### config.mk
export PLATFORM = sky130hd
export DESIGN_NAME = distortion_core
export DESIGN_NICKNAME = d
export VERILOG_FILES = /design/src/rtl/distortion_core.sv
export SDC_FILE = /design/constraint.sdc
export NUM_CORES = 1
export LEC_CHECK = 0
export BUFFER_PORTS_ARGS = -buffer_cell sky130_fd_sc_hd__buf_2
export CORE_ASPECT_RATIO = 1.4
export CORE_MARGIN = 5
export CORE_UTILIZATION = 45
export CTS_CLUSTER_SIZE = 24
export DETAILED_ROUTE_END_ITERATION = 16
export PLACE_DENSITY = 0.76
export SYNTH_ARGS = -nofsm -noshare
export SYNTH_HDL_FRONTEND = slang
export SYNTH_SLANG_ARGS = --single-unit
### constraint.sdc
create_clock -name BCLK -period 6.1 [get_ports BCLK]
set_input_delay 0.305 -clock BCLK [delete_from_list [all_inputs] [get_ports BCLK]]
set_output_delay 0.305 -clock BCLK [all_outputs]
set_load 0.02 [all_outputs]
### src/rtl/distortion_core.sv
// Per-sample distortion stage for the I2S receiver outputs: LRCLK edge detect, capture,
// Q4.4 gain, then bypass / hard clip / soft clip shaping, 4-cycle latency from detection.
module distortion_core #(
    parameter int unsigned DATA_W = 16
) (
    input  logic              BCLK,
    input  logic              reset,
    input  logic              LRCLK,
    input  logic [DATA_W-1:0] left_in,
    input  logic [DATA_W-1:0] right_in,
    input  logic [7:0]        gain,
    input  logic [DATA_W-2:0] threshold,
    input  logic [1:0]        mode,
    output logic [DATA_W-1:0] left_out,
    output logic [DATA_W-1:0] right_out,
    output logic              sample_valid,
    output logic              sample_is_right
);

    localparam int unsigned ProdW   = DATA_W + 9;
    localparam int unsigned ScaledW = ProdW - 4;
    localparam logic [ScaledW-1:0] MaxMag = ScaledW'((1 << (DATA_W - 1)) - 1);

    typedef enum logic [1:0] {
        ModeBypass  = 2'b00,
        ModeHard    = 2'b01,
        ModeSoft    = 2'b10,
        ModeHardAlt = 2'b11
    } mode_e;

    // Edge detection
    logic lrclk_q;
    logic primed_q;
    logic lrclk_edge;

    // Pipeline valid bits
    logic det_v_q, s1_v_q, s2_v_q, s3_v_q;

    // Pipeline datapath
    logic                      det_right_q;
    logic                      s1_right_q;
    logic signed [DATA_W-1:0]  s1_sample_q;
    logic [7:0]                s1_gain_q;
    logic [DATA_W-2:0]         s1_thr_q;
    mode_e                     s1_mode_q;
    logic                      s2_right_q;
    logic [DATA_W-1:0]         s2_sample_q;
    logic signed [ScaledW-1:0] s2_scaled_q;
    logic [DATA_W-2:0]         s2_thr_q;
    mode_e                     s2_mode_q;
    logic                      s3_right_q;
    logic [DATA_W-1:0]         s3_result_q;

    // Stage 2 / stage 3 combinational results
    logic signed [ProdW-1:0]   prod;
    logic signed [ScaledW-1:0] scaled;
    logic [ScaledW-1:0]        scaled_u;
    logic                      neg;
    logic [ScaledW-1:0]        mag;
    logic [ScaledW-1:0]        thr_ext;
    logic [ScaledW-1:0]        excess;
    logic [ScaledW-1:0]        hard_mag;
    logic [ScaledW-1:0]        soft_mag;
    logic [ScaledW-1:0]        shaped;
    logic [ScaledW-1:0]        sat_mag;
    logic [DATA_W-1:0]         sat_lo;
    logic [DATA_W-1:0]         result;

    // The first cycle after reset only primes lrclk_q, so a high LRCLK never reads as an edge.
    assign lrclk_edge = primed_q && (lrclk_q != LRCLK);

    always_comb begin
        prod   = ProdW'(s1_sample_q) * ProdW'($signed({1'b0, s1_gain_q}));
        scaled = prod[ProdW-1:4];
    end

    always_comb begin
        scaled_u = s2_scaled_q;
        neg      = s2_scaled_q[ScaledW-1];
        mag      = neg ? -scaled_u : scaled_u;
        thr_ext  = ScaledW'(s2_thr_q);
        excess   = mag - thr_ext;
        hard_mag = (mag < thr_ext) ? mag : thr_ext;
        soft_mag = (mag <= thr_ext) ? mag : thr_ext + (excess >> 2);
        shaped   = hard_mag;
        result   = s2_sample_q;
        case (s2_mode_q)
            ModeSoft: shaped = soft_mag;
            default:  shaped = hard_mag;
        endcase
        sat_mag = (shaped > MaxMag) ? MaxMag : shaped;
        sat_lo  = sat_mag[DATA_W-1:0];
        if (s2_mode_q != ModeBypass) begin
            result = neg ? -sat_lo : sat_lo;
        end
    end

    // Control path: valid bits, edge priming and the visible outputs.
    always_ff @(posedge BCLK) begin
        if (reset) begin
            lrclk_q         <= 1'b0;
            primed_q        <= 1'b0;
            det_v_q         <= 1'b0;
            s1_v_q          <= 1'b0;
            s2_v_q          <= 1'b0;
            s3_v_q          <= 1'b0;
            sample_valid    <= 1'b0;
            sample_is_right <= 1'b0;
            left_out        <= '0;
            right_out       <= '0;
        end else begin
            lrclk_q      <= LRCLK;
            primed_q     <= 1'b1;
            det_v_q      <= lrclk_edge;
            s1_v_q       <= det_v_q;
            s2_v_q       <= s1_v_q;
            s3_v_q       <= s2_v_q;
            sample_valid <= s3_v_q;
            if (s3_v_q) begin
                sample_is_right <= s3_right_q;
                if (s3_right_q) begin
                    right_out <= s3_result_q;
                end else begin
                    left_out <= s3_result_q;
                end
            end
        end
    end

    // Datapath registers advance every cycle; the valid bits decide what is meaningful.
    // Capture waits one cycle so the receiver's word published on the detect edge is seen.
    always_ff @(posedge BCLK) begin
        det_right_q <= ~LRCLK;
        s1_right_q  <= det_right_q;
        s1_sample_q <= det_right_q ? right_in : left_in;
        s1_gain_q   <= gain;
        s1_thr_q    <= threshold;
        s1_mode_q   <= mode_e'(mode);
        s2_right_q  <= s1_right_q;
        s2_sample_q <= s1_sample_q;
        s2_scaled_q <= scaled;
        s2_thr_q    <= s1_thr_q;
        s2_mode_q   <= s1_mode_q;
        s3_right_q  <= s2_right_q;
        s3_result_q <= result;
    end

endmodule

* After elaboration in Yosys (flattened, before gate mapping)
Index checks and enable logic that the tools add are counted.
Storage, ports and cells: register bits 155, bits in latches 0, RAM bits 0, ROM bits 0, bits of input ports 60, memories kept 0
Cells by class: add/subtract/negate cells 4, multipliers 1, div/mod/pow operators 0, magnitude comparators 3, equality and inequality tests 2, shifts and indexed selects 0, multiplexer cells 9, bitwise operators 2, reduce and logical (&&, ||, !) cells 4
Operator list (count):
- two-way mux 21 bit | 4
- two-way mux 16 bit | 4
- multiplier 16 x 9 -> 25 bit | 1
- greater-than comparator 21 x 15 -> 1 bit, second input constant | 1
- <= comparator 21 x 15 -> 1 bit | 1
- < comparator 21 x 15 -> 1 bit | 1
- negation 21 bit | 1
- subtractor 21 x 15 -> 21 bit | 1
- adder 15 x 19 -> 20 bit | 1
- negation 16 bit | 1
- AND reduction 2 bit | 2
- == test 2 bit, second input constant | 1
- NOT 1 bit | 2
- nonzero test 2 bit | 1
- logical AND 1 bit | 1
- two-way mux 1 bit | 1
- != test 1 bit | 1

* Logic depth before layout (Yosys ltp)
Gate-level depths: netlist (run 1).
depth in word-level cells 11, gate-level depth with buffers 33, depth with buffers taken out 32

* Worst setup path after synthesis (run 1)
Ideal clock, no wire load.
kind reg-to-reg, start point register s2_scaled_q[0], end point register s3_result_q[14], library setup time 0.130 ns, arrival time 6.330 ns, required time 5.970 ns, slack -0.360 ns, cell stages (with the launch flop) 31, cells stage by stage dfxtp_1 -> inv_1 -> ha_1 -> or3b_2 -> o31ai_1 -> xor2_1 -> inv_1 -> ha_1 -> a21oi_1 -> o21ai_0 -> o2bb2ai_1 -> or4b_1 -> nand2_1 -> a21o_1 -> a221o_1 -> a21oi_1 -> or2_2 -> ha_1 -> and3_1 -> a211oi_1 -> a2111oi_0 -> nor4b_1 -> a22oi_1 -> o21ai_2 -> clkbuf_1 -> and2_1 -> ha_1 -> and3_4 -> a41oi_1 -> xnor2_1 -> a21oi_1
Between the ends: cells in the longest elaborated chain, start to end 11, elaborated cells on any way between the ends 14
RTL lines:
- start: declaration | RTL line 48 | logic signed [ScaledW-1:0] s2_scaled_q;
- start signal: assignment | RTL line 141 | s2_scaled_q <= scaled;
- negation 21 bit | RTL line 80 | mag = neg ? -scaled_u : scaled_u;
- two-way mux 21 bit (*) | RTL line 80
- subtractor 21 x 15 -> 21 bit | RTL line 82 | excess = mag - thr_ext;
- adder 15 x 19 -> 20 bit | RTL line 84 | soft_mag = (mag <= thr_ext) ? mag : thr_ext + (excess >> 2);
- two-way mux 21 bit | RTL line 84
- two-way mux 21 bit (*) | RTL line 87 | case (s2_mode_q)
- greater-than comparator 21 x 15 -> 1 bit | RTL line 91 | sat_mag = (shaped > MaxMag) ? MaxMag : shaped;
- two-way mux 16 bit (*) | RTL line 91
- negation 16 bit | RTL line 94 | result = neg ? -sat_lo : sat_lo;
- two-way mux 16 bit (*) | RTL line 94
- two-way mux 16 bit (*) | RTL line 93 | if (s2_mode_q != ModeBypass) begin
- net result[14] | RTL line 67 | logic [DATA_W-1:0] result;
- end signal: assignment | RTL line 145 | s3_result_q <= result;
- end: declaration | RTL line 52 | logic [DATA_W-1:0] s3_result_q;
The timed path passes the listed nets; every way through them passes the cells marked *. A chain may end at the register's enable or synchronous reset.

* Worst setup path in the final report (run 1)
Ends and elaborated chain as after synthesis.

==> results.ini, run 1 <==
[finish]
synthToLayoutAreaGrowth_pct = 20.4
nNetsFinal = 1710
finish.utilization_pct = 55.0
layout-drive-gt1-share_pct = 19.9
final_cells = 1798
n_antenna_cell = 0

[synth]
synth_top_area_share_pct = 26.8
syn_area_um2 = 11600
avgSynthCellArea_um2 = 8.93
synth_area_leader_cell = dfxtp_1
yosysSeqAreaShare_pct = 26.8
synth_ff_type = dfxtp_1
syn_nets = 1542
synth_commonest_cells = inv_1 (171), nand2_1 (160), dfxtp_1 (155)
yosysWarnings = 0
ys_seq_elements = 155
synth_cell_types = 84
synth_top_cells_by_area = dfxtp_1 (27%), fa_1 (18%), ha_1 (8.7%), inv_1 (5.5%), nand2_1 (5.2%)
synth_edf_count = 0
async_flop_share_pct = 0
synthCells = 1298
synth.most_common_cell = inv_1

[die]
io_pins = 94
floorplan.die_area_um2 = 29100
start_util_pct = 45.7
fp.dieW_um = 146
coreArea_um2 = 25400
num_rows = 69
die_height_um = 200

[placement]
dp_hpwl_mm = 23.0
pre_cts_ws_ps = -303
finalWeightedCongestion = 0.906
place_inst = 1736
portBuffers = 93

[critical_path]
cp_max_fo = 5
critical_path_required_ps = 6400
slowest_stage = or4b_4
ff2ff_path_depth = 30
rr_endpoint = s3_result_q[14]
reg2reg_setup_slack_ps = 40
critPathArrivalTime_ps = 6360
path_common_cell = ha_4
cp-end-kind = flip-flop
crit_path_max_incr_delay_ps = 550
crit_type = flip-flop to flip-flop
start_kind = flip-flop
reg2reg_from = s2_scaled_q[0]

[route]
num_vias = 9806
wire_per_inst_um = 16.6
drc = 0
vias_per_cell = 5.45
wl_mm = 29.8
postRouteAntennaNets = 0
drt_iter0_drc = 642
drt_pre_antenna_iters = 6

[sta]
holdWs_ps = 47.0
max_freq_mhz = 165
skew_ps = 14.8
setup_ws_ps = 44.3
rsz0062_at_grt = true
report.final.slew_viol_count = 0
layout_min_cycle_time_ps = 6060
hold_viol_final = 0
layout_worst_path_cycle_share_pct = 99.3
relSlewSlack_pct = 26.3
worstMarginPinSlew_ps = 1100
setup_viol = 0

[run]
cap_violations = 0

[clocking]
cts_tree = yes
clock_sinks = 155
h-tree-depth = 4
clock_path_buffers = 2
cts-buffers-inserted = 17
clk_pin_slew_ps = 80
insertion_delay_ps = 450
cts_root_buf = clkbuf_16

[global_routing]
grt_pass1_wl_mm = 47.6
antenna_found_initial = 0
overflow = 0
track_usage_pct = 20.1
grt_max_degree = 40
grt_pass1_vias = 9999

[worst_hold_path]
worstHoldStart = LRCLK
hold_path_depth = 2
min_to = det_right_q
hold_path_class = primary input to flip-flop

[outcome]
status = completed

==> layout by cell type (no fill, tap or decap), drive strengths merged, types with 6 or more instances in the layout <==
cell type    instances
a211oi              10
a21o                15
a21oi              102
a221oi               7
a31oi               10
and2                84
and3                 9
and4                 6
buf                162
clkbuf              17
clkinv               7
dfxtp              155
dlygate4sd3         25
fa                 103
ha                  81
inv                178
mux2                17
mux2i                9
nand2              160
nand3               20
nand4                7
nor2                59
nor2b               14
nor3                16
o21ai               37
o31ai                9
or2                  8
xnor2               44
xor2                21
==> routing by layer <==
| layer | global-route usage [%] | vias up | part of all wire, % |
|---|---|---|---|
| met5 | 0 | - | 0 |
| met4 | 11.2 | 0 | 4.7 |
| met3 | 2.91 | 108 | 4.7 |
| met2 | 37.3 | 349 | 53 |
| met1 | 22.0 | 4708 | 37 |
| li1 | - | 4641 | - |
==> state kept, by name, indices dropped and copies added, names as in the netlist, 2 cells and up <==
register / flops
s1_thr_q: 15
s2_thr_q: 15
left_out: 16
s1_mode_q: 2
right_out: 16
s2_scaled_q: 21
s2_mode_q: 2
s2_sample_q: 16
s3_result_q: 16
s1_gain_q: 8
s1_sample_q: 16
==> timing repair <==
| action | 4_1_cts | 5_1_grt |
|---|---|---|
| pin swaps | 7 | 25 |
| buffers inserted | 0 | 5 |
| gates resized for setup | 15 | 42 |
| cloned | 0 | 0 |
| setup endpoints to repair | 14 | 15 |
| endpoints found under the hold margin | 25 | 0 |
| hold buffers | 25 | 0 |
==> worst max-delay path by stage <==
stage                    from  slack [ps]         endpoint  cells past startpoint
3_3_place_gp   s2_scaled_q[0]         -80  s3_result_q[14]                     29
3_5_place_dp   s2_scaled_q[0]        -300  s3_result_q[14]                     30
2_1_floorplan  s2_scaled_q[0]          40  s3_result_q[14]                     29
5_1_grt        s2_scaled_q[0]        -180  s3_result_q[14]                     30
6_report       s2_scaled_q[0]          40  s3_result_q[14]                     30
4_1_cts        s2_scaled_q[0]          30  s3_result_q[14]                     28
==> cell families (layout without fill, tap and decap cells) <==
group | after synthesis | in the layout | share of synthesized area, %
adders and majority gates | 184 | 184 | 26.5
DFF | 155 | 155 | 26.8
xor gates and xnor gates | 65 | 65 | 4.91
muxes | 26 | 26 | 2.43
and+or+nand+nor | 415 | 415 | 18.5
buffers and inverters | 209 | 390 | 7.23
AOI/OAI and AO/OA | 244 | 244 | 13.6
==> layout make-up <==
cell class | instances | area, um^2
clock inverter | 15 | 188
inverter | 171 | 644
timing repair buffer | 187 | 1240
sequential | 155 | 3110
multi-input combinational | 934 | 7950
fill | 2245 | 11400
tap | 319 | 399
clock buffer | 17 | 425
==> metrics by stage <==
step           area [um^2]  TNS, ps
2_1_floorplan        11700        0
3_3_place_gp         12800     -104
3_5_place_dp         12800    -1400
4_1_cts              13700        0
5_1_grt              14000     -675
6_report             14000        0
==> worst max-delay path: cells and delay by family (launching register included) <==
| kind | cells | cell delay, ps |
|---|---|---|
| AOI/OAI and AO/OA | 11 | 1820 |
| xor gates and xnor gates | 2 | 270 |
| adders and majority gates | 4 | 900 |
| buffers and inverters | 3 | 350 |
| DFF | 1 | 380 |
| and+or+nand+nor | 10 | 2200 |
Power of run 1 is not shown: default switching activity piles up to over one toggle a cycle in this logic, so the estimate is an artifact.
==> run 2: changes to the inputs <==
--- a/config.mk
+++ b/config.mk
@@ -11,7 +11,7 @@
 export CORE_UTILIZATION = 45
 export CTS_CLUSTER_SIZE = 24
 export DETAILED_ROUTE_END_ITERATION = 16
-export PLACE_DENSITY = 0.76
+export PLACE_DENSITY = 0.74
 export SYNTH_ARGS = -nofsm -noshare
 export SYNTH_HDL_FRONTEND = slang
 export SYNTH_SLANG_ARGS = --single-unit
==> constraint.sdc (replaced) <==
create_clock -name BCLK -period 6.3 [get_ports BCLK]
set_input_delay 0.315 -clock BCLK [delete_from_list [all_inputs] [get_ports BCLK]]
set_output_delay 0.315 -clock BCLK [all_outputs]
set_load 0.02 [all_outputs]
==> results.ini, run 2 (synthesis gave the netlist of run 1 again) <==
[global_routing]
grt_pass1_vias = 9780  ; -2.2%
grt_max_degree = 40  ; unchanged
antenna_found_initial = 0  ; unchanged
grt_pass1_wl_mm = 46.7  ; -1.8%
overflow = 0  ; unchanged
track_usage_pct = 19.7  ; -0.39 points

[critical_path]
cp-end-kind = flip-flop
path_buf_inv = 2  ; -1
crit_type = flip-flop to flip-flop
crit_path_max_incr_delay_ps = 550  ; about the same
reg2reg_from = s2_scaled_q[0]
reg2reg_setup_slack_ps = 190  ; +150 ps
slowest_stage = or4b_4
cp_max_fo = 4  ; -1
start_kind = flip-flop
rr_endpoint = s3_result_q[14]
ff2ff_path_depth = 29  ; -3.3%
cp_top_family = simple AND/OR/NAND/NOR gates
critical_path_required_ps = 6610  ; +210 ps
critPathArrivalTime_ps = 6420  ; +60 ps

[route]
num_vias = 9599  ; -2.1%
drt_iter0_drc = 641  ; -0.16%
postRouteAntennaNets = 0  ; unchanged
drc = 0  ; unchanged
wl_mm = 29.4  ; -1.5%
vias_per_cell = 5.44  ; -0.28%
wire_per_inst_um = 16.6  ; +0.32%
drt_pre_antenna_iters = 8  ; +2

[sta]
setup_viol = 0  ; unchanged
relSlewSlack_pct = 24.6  ; -1.7 points
report.final.slew_viol_count = 0  ; unchanged
skew_ps = 12.6  ; -2.17 ps
worstMarginPinSlew_ps = 1130  ; +25.8 ps
setup_ws_ps = 193  ; +149 ps
layout_min_cycle_time_ps = 6110  ; +51.4 ps
max_freq_mhz = 164  ; -0.84%
layout_worst_path_cycle_share_pct = 96.9  ; -2.3 points
hold_viol_final = 0  ; unchanged

[finish]
final_cells = 1765  ; -1.8%
layout-drive-gt1-share_pct = 17.6  ; -2.3 points
final_cell_area_um2 = 13700  ; -1.8%
nNetsFinal = 1677  ; -1.9%
n_antenna_cell = 0  ; unchanged
largest_reg_flops = 21  ; unchanged
finish.utilization_pct = 54.0  ; -1.0 points
layout_common_cells = inv_1 (170), nand2_1 (157), dfxtp_1 (154)
regMostFlops = s2_scaled_q
layout_commonest_cell = inv_1
synthToLayoutAreaGrowth_pct = 18.2

[clocking]
h-tree-depth = 4  ; unchanged
clk_pin_slew_ps = 70  ; about the same
cts_tree = yes
clock_path_buffers = 2  ; unchanged
cts_root_buf = clkbuf_16
cts-buffers-inserted = 17  ; unchanged
insertion_delay_ps = 440  ; about the same
clock_sinks = 155  ; unchanged

[die]
coreArea_um2 = 25400  ; unchanged
fp.dieW_um = 146  ; unchanged
floorplan.die_area_um2 = 29100  ; unchanged
start_util_pct = 45.7  ; unchanged
num_rows = 69  ; unchanged
io_pins = 94  ; unchanged
die_height_um = 200  ; unchanged

[power]
power_density_nw_per_um2 = 641
leakage_nw = 6.41
ir_drop_mv = 0.409

[worst_hold_path]
hold_path_class = primary input to flip-flop
hold_path_depth = 2  ; unchanged
worstHoldStart = LRCLK
min_to = det_right_q

[placement]
dp_hpwl_mm = 22.1  ; -3.9%
finalWeightedCongestion = 0.897  ; -1.0%
place_inst = 1701  ; -2.0%
place_area_um2 = 12500  ; -2.4%
pre_cts_ws_ps = -110  ; +193 ps
portBuffers = 93  ; unchanged

[outcome]
status = completed

[run]
cap_violations = 0  ; unchanged

[run 2: cell count changes in the layout (fill, tap and decap cells not counted), moves of 3 or more]
cell and change:
buf_4 -32, bufinv_16 +3, clkinv_4 -3, inv_6 +4
[run 2: cell type report]
type	count	area [um^2]
fill	2286	11700
multi-input combinational	934	7910
sequential	155	3100
timing repair buffer	154	986
inverter	171	642
clock buffer	18	439
tap	319	399
clock inverter	14	219
[run 2: report_power, final]
part	switching, mW	internal [mW]
logic	3.47	2.73
registers	0.257	1.18
clock network	0.489	0.660
[run 2: how the worst max path moves through the flow]
stage / startpoint / slack, ps / to / cells past startpoint
floorplan: s2_scaled_q[0] / 20 / s3_result_q[14] / 30
global placement: s2_scaled_q[1] / 30 / s3_result_q[14] / 29
detailed placement: s2_scaled_q[0] / -110 / s3_result_q[14] / 29
CTS: s2_scaled_q[0] / 2 / s3_result_q[14] / 29
global route: s2_scaled_q[0] / -40 / s3_result_q[14] / 30
finish: s2_scaled_q[0] / 190 / s3_result_q[14] / 29
[run 2: worst reg2reg max path, delay by kind of cell, from the launching register on]
family	cells	cell delay, ps
buffers and inverters	2	210
adder cells (fa/ha/maj)	4	930
AO/OA/AOI/OAI	11	1740
AND/OR/NAND/NOR	10	2480
flip-flops	1	330
XOR/XNOR	2	300
[run 2: what timing repair did]
item,CTS,global route
hold buffers,24,1
setup endpoints to repair,7,15
resized for setup,4,50
setup buffers,0,7
endpoints found under the hold margin,24,1
pin swaps,1,16
[run 2: layer usage]
layer,up-vias,GRT usage [%],share of wire (%)
met2,278,36.9,54
met4,0,9.26,3.8
met1,4666,21.9,38
li1,4575,-,-
met3,80,3.07,4.0
met5,-,0,0
[run 2: per-stage QoR]
step | setup TNS [ps] | hold slack, ps | power (mW)
3_5_place_dp | -385 | 312 | 7.23
2_1_floorplan | 0 | 310 | 5.75
5_1_grt | -149 | 64.1 | 9.53
3_3_place_gp | 0 | 311 | 7.11
6_report | 0 | 60.9 | 8.79
4_1_cts | 0 | 5.66 | 8.46
Note: power is estimated with default switching activity, not from simulation.
==> run 3: changes to the inputs <==
--- a/config.mk
+++ b/config.mk
@@ -9,9 +9,8 @@
 export CORE_ASPECT_RATIO = 1.4
 export CORE_MARGIN = 5
 export CORE_UTILIZATION = 45
-export CTS_CLUSTER_SIZE = 24
+export CTS_CLUSTER_SIZE = 30
 export DETAILED_ROUTE_END_ITERATION = 16
-export PLACE_DENSITY = 0.74
 export SYNTH_ARGS = -nofsm -noshare
 export SYNTH_HDL_FRONTEND = slang
 export SYNTH_SLANG_ARGS = --single-unit
==> results.ini, run 3 (synthesis gave the netlist of run 1 again) <==
[sta]
setup_tns_ps = 0  ; unchanged
setup_viol = 0  ; unchanged
max_freq_mhz = 164  ; +0.27%
hold_viol_final = 0  ; unchanged
report.final.slew_viol_count = 0  ; unchanged
layout_min_cycle_time_ps = 6090  ; -16.2 ps
relSlewSlack_pct = 23.1  ; -1.5 points
skew_ps = 13.3  ; +0.698 ps
worstMarginPinSlew_ps = 1150  ; +21.9 ps
layout_worst_path_cycle_share_pct = 96.7  ; -0.26 points

[placement]
place_inst = 1715  ; +0.82%
dp_hpwl_mm = 22.6  ; +2.4%
portBuffers = 93  ; unchanged
finalWeightedCongestion = 0.864  ; -3.7%

[clocking]
insertion_delay_ps = 450  ; about the same
cts-buffers-inserted = 17  ; unchanged
clk_pin_slew_ps = 70  ; about the same
clock_sinks = 155  ; unchanged
cts_tree = yes
cts_root_buf = clkbuf_16
clock_path_buffers = 2  ; unchanged
h-tree-depth = 4  ; unchanged

[critical_path]
critPathArrivalTime_ps = 6410  ; about the same
cp-end-kind = flip-flop
crit_path_max_incr_delay_ps = 520  ; -30 ps
critical_path_required_ps = 6620  ; about the same
cp_max_fo = 4  ; unchanged
start_kind = flip-flop
crit_type = flip-flop to flip-flop
slowest_stage = or4b_4

[global_routing]
antenna_found_initial = 1  ; +1
grt_max_degree = 40  ; unchanged
track_usage_pct = 19.8  ; +0.12 points
grt_pass1_vias = 9543  ; -2.4%
grt_pass1_wl_mm = 46.6  ; -0.30%
overflow = 0  ; unchanged

[die]
io_pins = 94  ; unchanged
fp.dieW_um = 146  ; unchanged
num_rows = 69  ; unchanged
die_height_um = 200  ; unchanged
start_util_pct = 45.7  ; unchanged
coreArea_um2 = 25400  ; unchanged
floorplan.die_area_um2 = 29100  ; unchanged

[finish]
largest_reg_flops = 21  ; unchanged
layout_common_cells = inv_1 (170), nand2_1 (158), dfxtp_1 (154)
n_antenna_cell = 0  ; unchanged
nNetsFinal = 1693  ; +0.95%
layout-drive-gt1-share_pct = 18.6  ; +1.0 points
layout_commonest_cell = inv_1
final_cells = 1781  ; +0.91%
regMostFlops = s2_scaled_q
synthToLayoutAreaGrowth_pct = 18.9

[route]
wire_per_inst_um = 16.3  ; -2.0%
drt_iter0_drc = 462  ; -28%
num_vias = 9409  ; -2.0%
drt_pre_antenna_iters = 5  ; -3
vias_per_cell = 5.28  ; -2.9%
postRouteAntennaNets = 0  ; unchanged
drc = 0  ; unchanged
wl_mm = 29.0  ; -1.1%

[worst_hold_path]
hold_path_class = primary input to flip-flop

[outcome]
status = completed

[run]
cap_violations = 0  ; unchanged

==> run 3: cell types whose count changed in the layout (fill, tap and decap cells not counted), moves of 3 or more <==
cell	delta
buf_4	+15
clkinv_4	+3
clkinv_8	+3
bufinv_16	-3
inv_6	-3
==> run 3: worst paths after layout <==
path / from / end / slack, ps / cells after the start
max: s2_scaled_q[1] / s3_result_q[14] / 210 / 30
min: LRCLK / det_right_q / 60 / 2
max reg2reg: s2_scaled_q[1] / s3_result_q[14] / 210 / 30
min reg2reg: s1_thr_q[14] / s2_thr_q[14] / 320 / 0
==> run 3: per-layer routing <==
metal  vias to the layer above  wire (um)  GRT usage [%]  share of wire (%)
li1                       4615          -              -                  -
met1                      4536      11600           22.5                 40
met2                       198      15600           37.0                 54
met3                        60       1000           3.30                3.4
met4                         0        847           7.92                2.9
met5                         -          0              0                  0
==> run 3: timing repair <==
item | in CTS | in global routing
hold endpoints to repair | 25 | 0
endpoints found under the setup margin | 6 | 11
gates resized for setup | 5 | 52
hold buffers | 25 | 0
buffers inserted | 1 | 8
pin swaps | 1 | 25
==> run 3: critical path: cells and delay by family, from the launching register on <==
family,cells,cell delay (ps)
XOR/XNOR,2,300
buffers and inverters,3,370
flip-flops,1,320
AO/OA/AOI/OAI,11,1610
AND/OR/NAND/NOR,10,2440
adder cells (fa/ha/maj),4,960
==> run 3: metrics by stage <==
step | setup slack (ps) | area [um^2] | hold slack, ps | util (%)
6_report | 209 | 13800 | 55.1 | 54.3
4_1_cts | 30.5 | 13500 | 38.3 | 53.1
3_3_place_gp | -55.4 | 12600 | 311 | 49.6
5_1_grt | -49.9 | 13800 | 48.3 | 54.3
3_5_place_dp | -207 | 12600 | 313 | 49.6
2_1_floorplan | 19.5 | 11600 | 310 | -
==> run 3: layout make-up <==
type / instances / area [um^2]
fillers: 2400 / 11600
multi-input cells: 934 / 7910
flip-flops and latches: 155 / 3100
repair buffers: 170 / 1110
inverters: 171 / 642
clock buffers: 17 / 425
well taps: 319 / 399
clock inverters: 15 / 194
Power of run 3 is left out for the same reason.
